**src/rtl/loader_pkg.sv**
```systemverilog
// loader_pkg: shared constants and types for the instruction loader (frame header, FSM states, byte-lane index)
package loader_pkg;
  localparam logic [7:0] HDR_DEF = 8'hA5;
  typedef enum logic [2:0] {IDLE, LEN0, LEN1, DATA, CSUM, DONE, ERR} state_t;
  typedef logic [1:0] lane_t;
endpackage

```
**src/rtl/byte_packer.sv**
```systemverilog
// byte_packer: assembles 4 accepted bytes little-endian into a word; ports clk, reset (async active-low), clr (frame start), acc (byte accepted), din, word, word_valid (pulse on 4th byte)
module byte_packer
  import loader_pkg::*;
(
  input  logic        clk,
  input  logic        reset,
  input  logic        clr,
  input  logic        acc,
  input  logic [7:0]  din,
  output logic [31:0] word,
  output logic        word_valid
);
  lane_t       lane;
  logic [23:0] sr;
  always_ff @(posedge clk or negedge reset)
    if (!reset) begin
      lane <= '0;
      sr   <= '0;
    end else if (clr) begin
      lane <= '0;
      sr   <= '0;
    end else if (acc) begin
      lane <= lane + 1'b1;
      sr   <= {din, sr[23:8]};
    end
  assign word       = {din, sr};
  assign word_valid = acc && lane == 2'd3;
endmodule

```
**src/rtl/instr_loader.sv**
```systemverilog
// instr_loader: framed byte stream to instruction memory writer; ports clk, reset (async active-low), in_data/in_valid/in_ready (byte stream), mem_we/mem_waddr/mem_wdata (memory write port), cpu_hold, done, err; optional LOADER_CHECKSUM_EN adds a trailing XOR checksum byte
module instr_loader
  import loader_pkg::*;
#(
  parameter int         ADDR_W = 8,
  parameter logic [7:0] HDR    = HDR_DEF
) (
  input  logic              clk,
  input  logic              reset,
  input  logic [7:0]        in_data,
  input  logic              in_valid,
  output logic              in_ready,
  output logic              mem_we,
  output logic [ADDR_W-1:0] mem_waddr,
  output logic [31:0]       mem_wdata,
  output logic              cpu_hold,
  output logic              done,
  output logic              err
);
  localparam logic [16:0] MAXN = 17'd1 << ADDR_W;
`ifdef LOADER_CHECKSUM_EN
  localparam state_t FIN = CSUM;
`else
  localparam state_t FIN = DONE;
`endif
  state_t      state, nxt;
  logic        xfer, start, word_valid;
  logic [31:0] word;
  logic [7:0]  len_lo;
  logic [16:0] n, nwords, wcnt;
  assign n        = {1'b0, in_data, len_lo};
  assign in_ready = reset && state != DONE;
  assign xfer     = in_valid && in_ready;
  assign cpu_hold = state != IDLE;
  assign done     = state == DONE;
  assign err      = state == ERR;
  byte_packer u_pack (
    .clk       (clk),
    .reset     (reset),
    .clr       (start),
    .acc       (xfer && state == DATA),
    .din       (in_data),
    .word      (word),
    .word_valid(word_valid)
  );
`ifdef LOADER_CHECKSUM_EN
  logic [7:0] csum;
  always_ff @(posedge clk or negedge reset)
    if (!reset) csum <= '0;
    else if (start) csum <= '0;
    else if (xfer && (state == LEN0 || state == LEN1 || state == DATA)) csum <= csum ^ in_data;
`endif
  always_ff @(posedge clk or negedge reset)
    if (!reset) state <= IDLE;
    else state <= nxt;
  always_comb begin
    nxt   = state;
    start = 1'b0;
    case (state)
      IDLE, ERR: if (xfer && in_data == HDR) begin
        nxt   = LEN0;
        start = 1'b1;
      end
      LEN0: nxt = xfer ? LEN1 : LEN0;
      LEN1: nxt = !xfer ? LEN1 : n > MAXN ? ERR : n == '0 ? FIN : DATA;
      DATA: nxt = word_valid && wcnt + 17'd1 == nwords ? FIN : DATA;
`ifdef LOADER_CHECKSUM_EN
      CSUM: nxt = !xfer ? CSUM : in_data == csum ? DONE : ERR;
`endif
      DONE: nxt = IDLE;
      default: nxt = IDLE;
    endcase
  end
  // wcnt is both the words-written count and the next write address
  always_ff @(posedge clk or negedge reset)
    if (!reset) begin
      mem_we    <= 1'b0;
      mem_waddr <= '0;
      mem_wdata <= '0;
      wcnt      <= '0;
      nwords    <= '0;
      len_lo    <= '0;
    end else begin
      mem_we <= word_valid;
      if (word_valid) begin
        mem_waddr <= wcnt[ADDR_W-1:0];
        mem_wdata <= word;
      end
      wcnt <= start ? '0 : wcnt + {16'd0, word_valid};
      if (xfer && state == LEN0) len_lo <= in_data;
      if (xfer && state == LEN1) nwords <= n;
    end
endmodule

```
**config.mk**
```make
export PLATFORM = sky130hd
export DESIGN_NAME = instr_loader
export DESIGN_NICKNAME = d
export VERILOG_FILES = /design/src/rtl/loader_pkg.sv /design/src/rtl/byte_packer.sv /design/src/rtl/instr_loader.sv
export SDC_FILE = /design/constraint.sdc
export NUM_CORES = 1
export LEC_CHECK = 0
export ABC_AREA = 1
export BUFFER_PORTS_ARGS = -buffer_cell sky130_fd_sc_hd__buf_2
export CORE_ASPECT_RATIO = 0.6
export CORE_MARGIN = 10
export CORE_UTILIZATION = 58
export DETAILED_ROUTE_END_ITERATION = 10
export PLACE_DENSITY = 0.82
export SLEW_MARGIN = 20
export SYNTH_ARGS = -nofsm -noshare
export SYNTH_HDL_FRONTEND = slang
export SYNTH_SLANG_ARGS = --single-unit
```
**constraint.sdc**
```tcl
create_clock -name clk -period 2.92 [get_ports clk]
set_input_delay 0.438 -clock clk [delete_from_list [all_inputs] [get_ports clk]]
set_output_delay 0.438 -clock clk [all_outputs]
set_load 0.05 [all_outputs]
```
==> impl_metrics.yaml, run 1 <==
status:
  status: "complete, no violations"
worst_setup_path:
  critPathKind: "reg2reg"
  reg2reg_to: "wcnt[12]"
  rrSetupSlack_ns: 0.46
  cp_max_fo: 9
  crit_arrival_ns: 2.70
  r2r-start: "state[2]"
  required_ns: 3.16
  worstRegToRegCells: 13
  cp-end-kind: "register"
  cp-start-kind: "register"
sta:
  rsz0062_at_grt: "false"
  min_period_ns: 2.463
  tns_ns: 0
  period_share: 0.8434
  whs_ns: 0.1592
  fmaxAchievable_ghz: 0.4061
  worstMarginPinSlew_ns: 0.9349
  maxSlewViolCount: 0
  setup_viol: 0
  hold_violations: 0
  maxSlewHeadroom: 0.3767
  fin_skew_ns: 0.006809
cts:
  cts_tree: "yes"
  clock-sinks: 111
  post_cts_buffers: 0
  clock_latency_ns: 0.35
  path_clk_slew_ns: 0.07
  cts_root_buf: "clkbuf_16"
  clock_path_buffers: 2
  cts_made_buffers: 9
  cts_resized: 0
  hold_buffers: 0
  htreeDepth: 3
synth:
  netlist_instances: 593
  synth-seq-cells: 111
  netlist.area_leader.share: 0.5428
  async_flop_share: 1.000
  synth_area_um2: 5117
  synth_nets: 608
  synth.largest_area_cell: "dfrtp_1"
  synth.avg_cell_area_um2: 8.630
  yosysWarnings: 0
  synth.area.top_cells: "dfrtp_1 (54%), nand2_1 (10%), inv_1 (5.9%)"
  synth_top_cells_by_count: "nand2_1 (140), dfrtp_1 (111), inv_1 (80), o21ai_0 (60), nor2_1 (48)"
  synth-seq-area-share: 0.5428
  synth_ff_type: "dfrtp_1"
  yosysMostFrequentCell: "nand2_1"
  synth_cell_types: 32
  synth-edff-count: 0
global_route:
  grt_max_degree: 81
  antenna_found_initial: 0
  grt_pass1_wl_um: 21870
  grt_use_total: 0.2088
  grt_overflow: 0
  first_global_vias: 4176
final_layout:
  nets: 662
  multi_input_area_um2: 1947
  syn2layout_area_growth_pct: 14.06
  antenna_cells: 0
  nFillCells: 663
  layout-drive-gt1-share: 0.1580
  seq_area_um2: 2778
  stdcell_count: 764
detailed_routing:
  ant_nets: 0
  drc: 0
  drtIter0Drc: 470
  vias: 4278
  avgRoutedWirePerCell_um: 17.55
  drt_pass1_iterations: 6
  drt-total-wl_um: 13410
  routed_via_density: 5.599
floorplan:
  dieArea_um2: 13100
  num_io_pins: 56
  dieHeight_um: 92.76
  start_util: 0.5981
  coreArea_um2: 8556
  rows: 26
  die_width_um: 141.3
place:
  port-buffer-count: 55
  gp_congestion: 1.007
  dp.cells: 748
  dpl.hpwl_um: 9752
pwr:
  leakage_nw: 2.989
  peakVddDrop_uv: 631.8
  power_density_nw_per_um2: 890.0
job:
  maxCapViolations: 0
worst_hold_path:
  hold_path_class: "in2async"
state kept, by name (all words and copies together), names as in the netlist:
name,count
mem_waddr,8
u_pack.lane,2
u_pack.sr,24
nwords,16
mem_we,1
state,3
mem_wdata,32
wcnt,17
len_lo,8
kinds of logic (layout without fill, tap and decap cells):
kind of cell | count (synthesis) | count (layout) | synth area share
compound gates | 103 | 103 | 0.1093
xor+xnor | 22 | 22 | 0.03765
fa+ha+maj | 4 | 4 | 0.009780
buf+inv | 99 | 158 | 0.07677
flops | 111 | 111 | 0.5428
mux | 1 | 1 | 0.002200
simple gates | 253 | 253 | 0.2215
worst max path at each step:
stage	startpoint	to
after floorplan	state[2]	wcnt[15]
after global placement	state[2]	wcnt[10]
after detailed placement	state[2]	wcnt[12]
after CTS	state[2]	wcnt[12]
after global routing	state[2]	wcnt[15]
final	state[2]	wcnt[12]
critical path: stages (launching register included):
cell and delay, ns:
dfrtp_1 0.41, inv_1 0.12, nand3_1 0.16, nor2_4 0.26, nand2_2 0.09, inv_1 0.10
ha_1 0.17, ha_1 0.19, inv_1 0.07, nor2_1 0.25, nand2_1 0.16, nor2_1 0.15
xnor2_1 0.13, nor2_1 0.06
placed cells by master, fill, tap and decap left out, types with 5 or more instances in the layout:
cell and n:
inv_1 80, nor2_4 5, xnor2_1 9, nand3_1 23, nor2_1 48, o22ai_1 23, dfrtp_1 111, nor2_2 6
clkbuf_16 9, a21oi_1 16, o21ai_0 60, nand4_1 6, nor3_1 10, nand2_2 6, nand2_1 140, buf_4 6
xor2_1 13, buf_2 54
area by class of cell:
| class | count | share of cell area |
|---|---|---|
| flip-flops and latches | 111 | 0.4759 |
| multi-input cells | 383 | 0.3335 |
| repair buffers | 60 | 0.05402 |
| inverters | 82 | 0.05273 |
| clock buffers | 9 | 0.03859 |
| well taps | 112 | 0.02401 |
| clock inverters | 7 | 0.02122 |
routing by layer:
metal | GRT usage | routed length [um] | up-vias
met3 | 0.08312 | 1771 | 13
met5 | 0 | 0 | -
met1 | 0.3110 | 6198 | 2040
li1 | - | - | 2000
met2 | 0.2782 | 5359 | 225
met4 | 0.03767 | 77 | 0
power breakdown:
part	total, mW	internal [mW]	switching [mW]
logic	1.70	0.371	1.33
clock network	1.43	0.848	0.577
registers	2.06	1.86	0.208
per-stage QoR:
stage | worst slack, ns | utilization | area, um2 | total power, mW
2_1_floorplan | 0.4920 | - | 5117 | 3.330
3_3_place_gp | 0.6652 | 0.6414 | 5488 | 3.747
3_5_place_dp | 0.5305 | 0.6414 | 5488 | 3.799
4_1_cts | 0.5191 | 0.6822 | 5837 | 5.226
5_1_grt | 0.2698 | 0.6822 | 5837 | 5.441
6_report | 0.4573 | 0.6822 | 5837 | 5.195
Note: power is estimated with default switching activity, not from simulation.
==> run 2, diff against run 1 <==
ABC_AREA = 0   (was 1)
CORE_UTILIZATION = 59   (was 58)
PLACE_DENSITY = 0.83   (was 0.82)
clock period = 2.3 ns   (was 2.92 ns; I/O delays follow)
==> impl_metrics.yaml, run 2 <==
final_layout:
  reg_top3: "mem_wdata: 32 flops, u_pack.sr: 24 flops, wcnt: 17 flops"
  layout_common_cells: "dfrtp_1 (103), nand2_1 (66), mux2_2 (64)"
  final_common_cell: "dfrtp_1"
  largest_register_ffs: 32
  antenna_cells: 0
  layout-drive-gt1-share: 0.3385
  final_util: 0.6942
  nets: 530
  top_register: "mem_wdata"
  syn2layout_area_growth_pct: 14.30
pwr:
  peakVddDrop_uv: 506.4
  p_sw_mw: 1.309
  power_density_nw_per_um2: 775.2
  power.internal_mw: 3.296
  comb_power_share: 0.187
  netSwitchingFraction: 0.2843
  leakage_nw: 2.865
  clockPowerShare: 0.309
  pwr-share-seq: 0.504
global_route:
  met1_usage: 0.2636
  met3_usage: 0.06476
  grt_overflow: 0
  grt_pass1_wl_um: 19740
  met2_usage: 0.2674
  grt_use_total: 0.1881
  antenna_found_initial: 0
  first_global_vias: 3746
  grt_max_degree: 114
  grt.busiest_layer: "met2"
worst_setup_path:
  crit_path_frequent_cell: "ha_1"
  cp_max_fo: 4
  path_cells: "ha_1 -> and3_1 -> and2_2 -> ha_1 -> ha_2 -> and3_4 -> nand4_1 -> or3_1 -> a21oi_1"
  crit_arrival_ns: 2.47
  slowest_stage: "or3_1"
  cp-start-kind: "register"
  rrSetupSlack_ns: 0.1
  required_ns: 2.57
  worstRegToRegCells: 9
  slowest_delay_ns: 0.38
  reg2reg_to: "wcnt[16]"
  cp-end-kind: "register"
  critPathKind: "reg2reg"
  r2r-start: "u_pack.lane[0]"
detailed_routing:
  drt_pass1_iterations: 7
  vias: 3766
  drt-total-wl_um: 12100
  ant_nets: 0
  drtIter0Drc: 490
  drc: 0
  avgRoutedWirePerCell_um: 19.23
  routed_via_density: 5.987
cts:
  clock_latency_ns: 0.35
  htreeDepth: 3
  clock_path_buffers: 2
  cts_made_buffers: 9
  cts_tree: "yes"
  cts_root_buf: "clkbuf_16"
  path_clk_slew_ns: 0.07
  clock-sinks: 111
floorplan:
  rows: 26
  dieHeight_um: 92.70
  coreArea_um2: 8556
  num_io_pins: 56
  dieArea_um2: 13080
  die_width_um: 141.2
  start_util: 0.6073
synth:
  synth_area_um2: 5196
  synth_top_cells_by_count: "dfrtp_1 (111), nand2_1 (66), mux2_2 (64), a21oi_1 (31), nor2_1 (21)"
  yosysWarnings: 0
  synth.avg_cell_area_um2: 11.30
  synth.area.top_cells: "dfrtp_1 (53%), mux2_2 (14%), nand2_1 (4.8%)"
  synth_nets: 475
  netlist.area_leader.share: 0.5346
  synth-edff-count: 0
  synth_cell_types: 49
  synth-seq-area-share: 0.5346
  synth_ff_type: "dfrtp_1"
  netlist_instances: 460
  synth-seq-cells: 111
  synth.largest_area_cell: "dfrtp_1"
  yosysMostFrequentCell: "dfrtp_1"
  async_flop_share: 1.000
sta:
  tns_ns: 0
  fmaxAchievable_ghz: 0.4539
  hold_violations: 0
  rsz0062_at_grt: "false"
  maxSlewViolCount: 0
  setup_viol: 0
  fin_ws_ns: 0.09708
  whs_ns: 0.1047
  period_share: 0.9578
  worstMarginPinSlew_ns: 0.5892
  fin_skew_ns: 0.009629
  maxSlewHeadroom: 0.6072
  min_period_ns: 2.203
status:
  status: "complete, no violations"
worst_hold_path:
  hold_path_class: "in2async"
place:
  gp_congestion: 0.8747
  place_ws_ns: 0.004497
  port-buffer-count: 55
  dpl.hpwl_um: 8397
job:
  maxCapViolations: 0
## run 2: cell count changes in the layout (fill, tap and decap cells not counted), sizes merged, moves of 11 or more
cell,delta
nand2,-82
a21oi,+16
inv,-77
o21ai,-52
o22ai,-22
nor2,-38
mux2,+63
buf,+11
nand3,-19
## run 2: how the worst max path moves through the flow
stage | endpoint | slack, ns | cells past startpoint | from
final | wcnt[16] | 0.1 | 9 | u_pack.lane[0]
after global placement | wcnt[16] | 0.14 | 9 | reset
after detailed placement | wcnt[16] | 0.004 | 9 | u_pack.lane[0]
after CTS | state[1] | 0.04 | 7 | wcnt[0]
after floorplan | wcnt[16] | 0.002 | 11 | state[0]
after global routing | wcnt[14] | 0.01 | 8 | state[2]
## run 2: logic make-up after synthesis
group,share of synthesized area
buf+inv,0.03203
flops,0.5346
compound gates,0.06887
fa+ha+maj,0.009632
xor+xnor,0.05057
simple gates,0.1657
mux,0.1387
## run 2: layout make-up
class	count	area [um2]
clock buffer	10	239.0
clock inverter	3	21.27
fill	613	2616
inverter	6	22.52
multi-input combinational	316	2306
sequential	111	2788
tap	112	140.1
timing repair buffer	71	422.9
## run 2: metal layers
| layer | routed length (um) | vias to the layer above | part of all wire |
|---|---|---|---|
| li1 | - | 1720 | - |
| met1 | 5422 | 1886 | 0.45 |
| met2 | 5255 | 148 | 0.43 |
| met3 | 1270 | 12 | 0.10 |
| met4 | 146 | 0 | 0.012 |
| met5 | 0 | - | 0 |
## run 2: through the flow
step	total power, mW	area, um2	cells
finish	4.605	5939	629
global route	4.807	5939	629
CTS	4.578	5869	628
detailed placement	3.165	5602	614
global placement	3.114	5602	614
floorplan	2.903	5204	460
## run 2: power by group through the flow
stage                     sequential [mW]  combinational [mW]  clock (mW)
final                                2.32               0.862        1.42
after global routing                 2.35               0.948        1.51
after CTS                            2.32               0.823        1.44
after detailed placement             2.35               0.813           0
after global placement               2.34               0.776           0
after floorplan                      2.30               0.599           0
## run 2: repair_timing
| action | in CTS | in global routing |
|---|---|---|
| hold buffers | 0 | 0 |
| endpoints found under the setup margin | 1 | 7 |
| gates cloned | 0 | 0 |
| buffers inserted | 1 | 1 |
| pin swaps | 1 | 2 |
| resized for setup | 0 | 18 |
## run 2: worst max-delay path, delay by kind of cell, from the launching register on
family	cells	cell delay, ns
flip-flops	1	0.37
AND/OR/NAND/NOR	5	1.05
adder cells (fa/ha/maj)	3	0.55
AO/OA/AOI/OAI	1	0.16
==> run 3, diff against run 2 <==
RECOVER_POWER = 100   (was default)
==> impl_metrics.yaml, run 3 (synthesized netlist as in run 2, its figures left out) <==
final_layout:
  top_register: "mem_wdata"
  fin_area_um2: 5861
  nFillCells: 633
  final_common_cell: "dfrtp_1"
  layout-drive-gt1-share: 0.2534
  seq_area_um2: 2788
  syn2layout_area_growth_pct: 12.79
  reg_top3: "mem_wdata: 32 flops, u_pack.sr: 24 flops, wcnt: 17 flops"
  multi_input_area_um2: 2301
  nets: 530
  layout_common_cells: "dfrtp_1 (103), nand2_1 (66), mux2_2 (64)"
  antenna_cells: 0
  largest_register_ffs: 32
worst_setup_path:
  crit_start: "u_pack.lane[0]"
  cp_max_fo: 4
  critPathKind: "reg2reg"
  slowest_delay_ns: 0.38
  path_cells: "ha_1 -> and3_1 -> and2_2 -> ha_1 -> ha_2 -> and3_4 -> nand4_1 -> or3_1 -> a21oi_1"
  crit_path_frequent_cell: "ha_1"
  crit_arrival_ns: 2.47
  cp-end-kind: "register"
  r2r-start: "u_pack.lane[0]"
  slowest_stage: "or3_1"
  cp-start-kind: "register"
  required_ns: 2.57
cts:
  cts_made_buffers: 9
  cts_root_buf: "clkbuf_16"
  htreeDepth: 3
  path_clk_slew_ns: 0.07
  clock_latency_ns: 0.35
  clock_path_buffers: 2
  cts_tree: "yes"
  clock-sinks: 111
sta:
  hold_violations: 0
  maxSlewHeadroom: 0.5571
  fin_ws_ns: 0.09472
  maxSlewViolCount: 0
  fin_skew_ns: 0.008177
  rsz0062_at_grt: "false"
  worstMarginPinSlew_ns: 0.6672
  setup_viol: 0
  fmaxAchievable_ghz: 0.4535
  whs_ns: 0.2403
  min_period_ns: 2.205
  period_share: 0.9588
  tns_ns: 0
floorplan:
  dieArea_um2: 13080
  dieHeight_um: 92.70
  num_io_pins: 56
  rows: 26
  start_util: 0.6073
  coreArea_um2: 8556
  die_width_um: 141.2
place:
  place_ws_ns: 0.004497
  place_area_um2: 5602
  dpl.hpwl_um: 8397
  gp_congestion: 0.8747
  port-buffer-count: 55
global_route:
  grt_max_degree: 114
  grt_pass1_wl_um: 19740
  grt_overflow: 0
  grt_use_total: 0.1881
  antenna_found_initial: 0
  first_global_vias: 3746
detailed_routing:
  drt_pass1_iterations: 5
  drtIter0Drc: 470
  avgRoutedWirePerCell_um: 19.28
  drc: 0
  vias: 3801
  drt-total-wl_um: 12130
  ant_nets: 0
  routed_via_density: 6.043
status:
  status: "complete, no violations"
pwr:
  finalPower_mw: 4.597
  leakage_nw: 2.668
  peakVddDrop_uv: 509.6
  power_density_nw_per_um2: 784.4
job:
  maxCapViolations: 0
worst_hold_path:
  hold_path_class: "in2async"
run 3: cell types whose count changed in the layout (fill, tap and decap cells not counted), sizes merged:
cell	change
buf	-49
clkbuf	+49
run 3: repair_timing:
action	4_1_cts	5_1_grt
pin swaps	1	2
setup buffers	1	1
resized for setup	0	18
hold buffers	0	0
endpoints found under the setup margin	1	7
run 3: per-layer routing:
layer / wire [um] / vias up / global-route usage
met5: 0 / - / 0
met4: 151 / 0 / 0.05908
met3: 1267 / 14 / 0.06476
met2: 5292 / 157 / 0.2674
met1: 5413 / 1911 / 0.2636
li1: - / 1719 / -
run 3: layout make-up:
class / count / share of cell area
clock inverters: 3 / 0.003629
well taps: 112 / 0.02391
clock buffers: 10 / 0.04078
repair buffers: 71 / 0.05956
flip-flops and latches: 111 / 0.4757
multi-input cells: 316 / 0.3926
inverters: 6 / 0.003843
run 3: critical path: cells and delay by family, from the launching register on:
kind | cells | cell delay (ns)
compound gates | 1 | 0.15
fa+ha+maj | 3 | 0.55
flops | 1 | 0.37
simple gates | 5 | 1.05
run 3: where the power goes:
group / internal (mW) / switching [mW] / total [mW]
Clock: 0.748 / 0.673 / 1.42
Combinational: 0.391 / 0.463 / 0.855
Sequential: 2.15 / 0.171 / 2.32
run 3: stage by stage:
stage,cells,utilization
after CTS,628,0.6860
after detailed placement,614,0.6547
after global routing,629,0.6850
after global placement,614,0.6547
after floorplan,460,-
final,629,0.6850
run 3: path summary, 6_finish.rpt:
kind                            slack [ns]  depth (start not counted)            end
worst max-delay path                  0.09                          9       wcnt[16]
worst min-delay path                  0.24                          2        wcnt[3]
worst max register to register        0.09                          9       wcnt[16]
worst min register to register        0.50                          1   mem_waddr[6]
max in group asynchronous             1.57                          2        wcnt[6]
min in group clk                      0.31                          3  u_pack.sr[19]
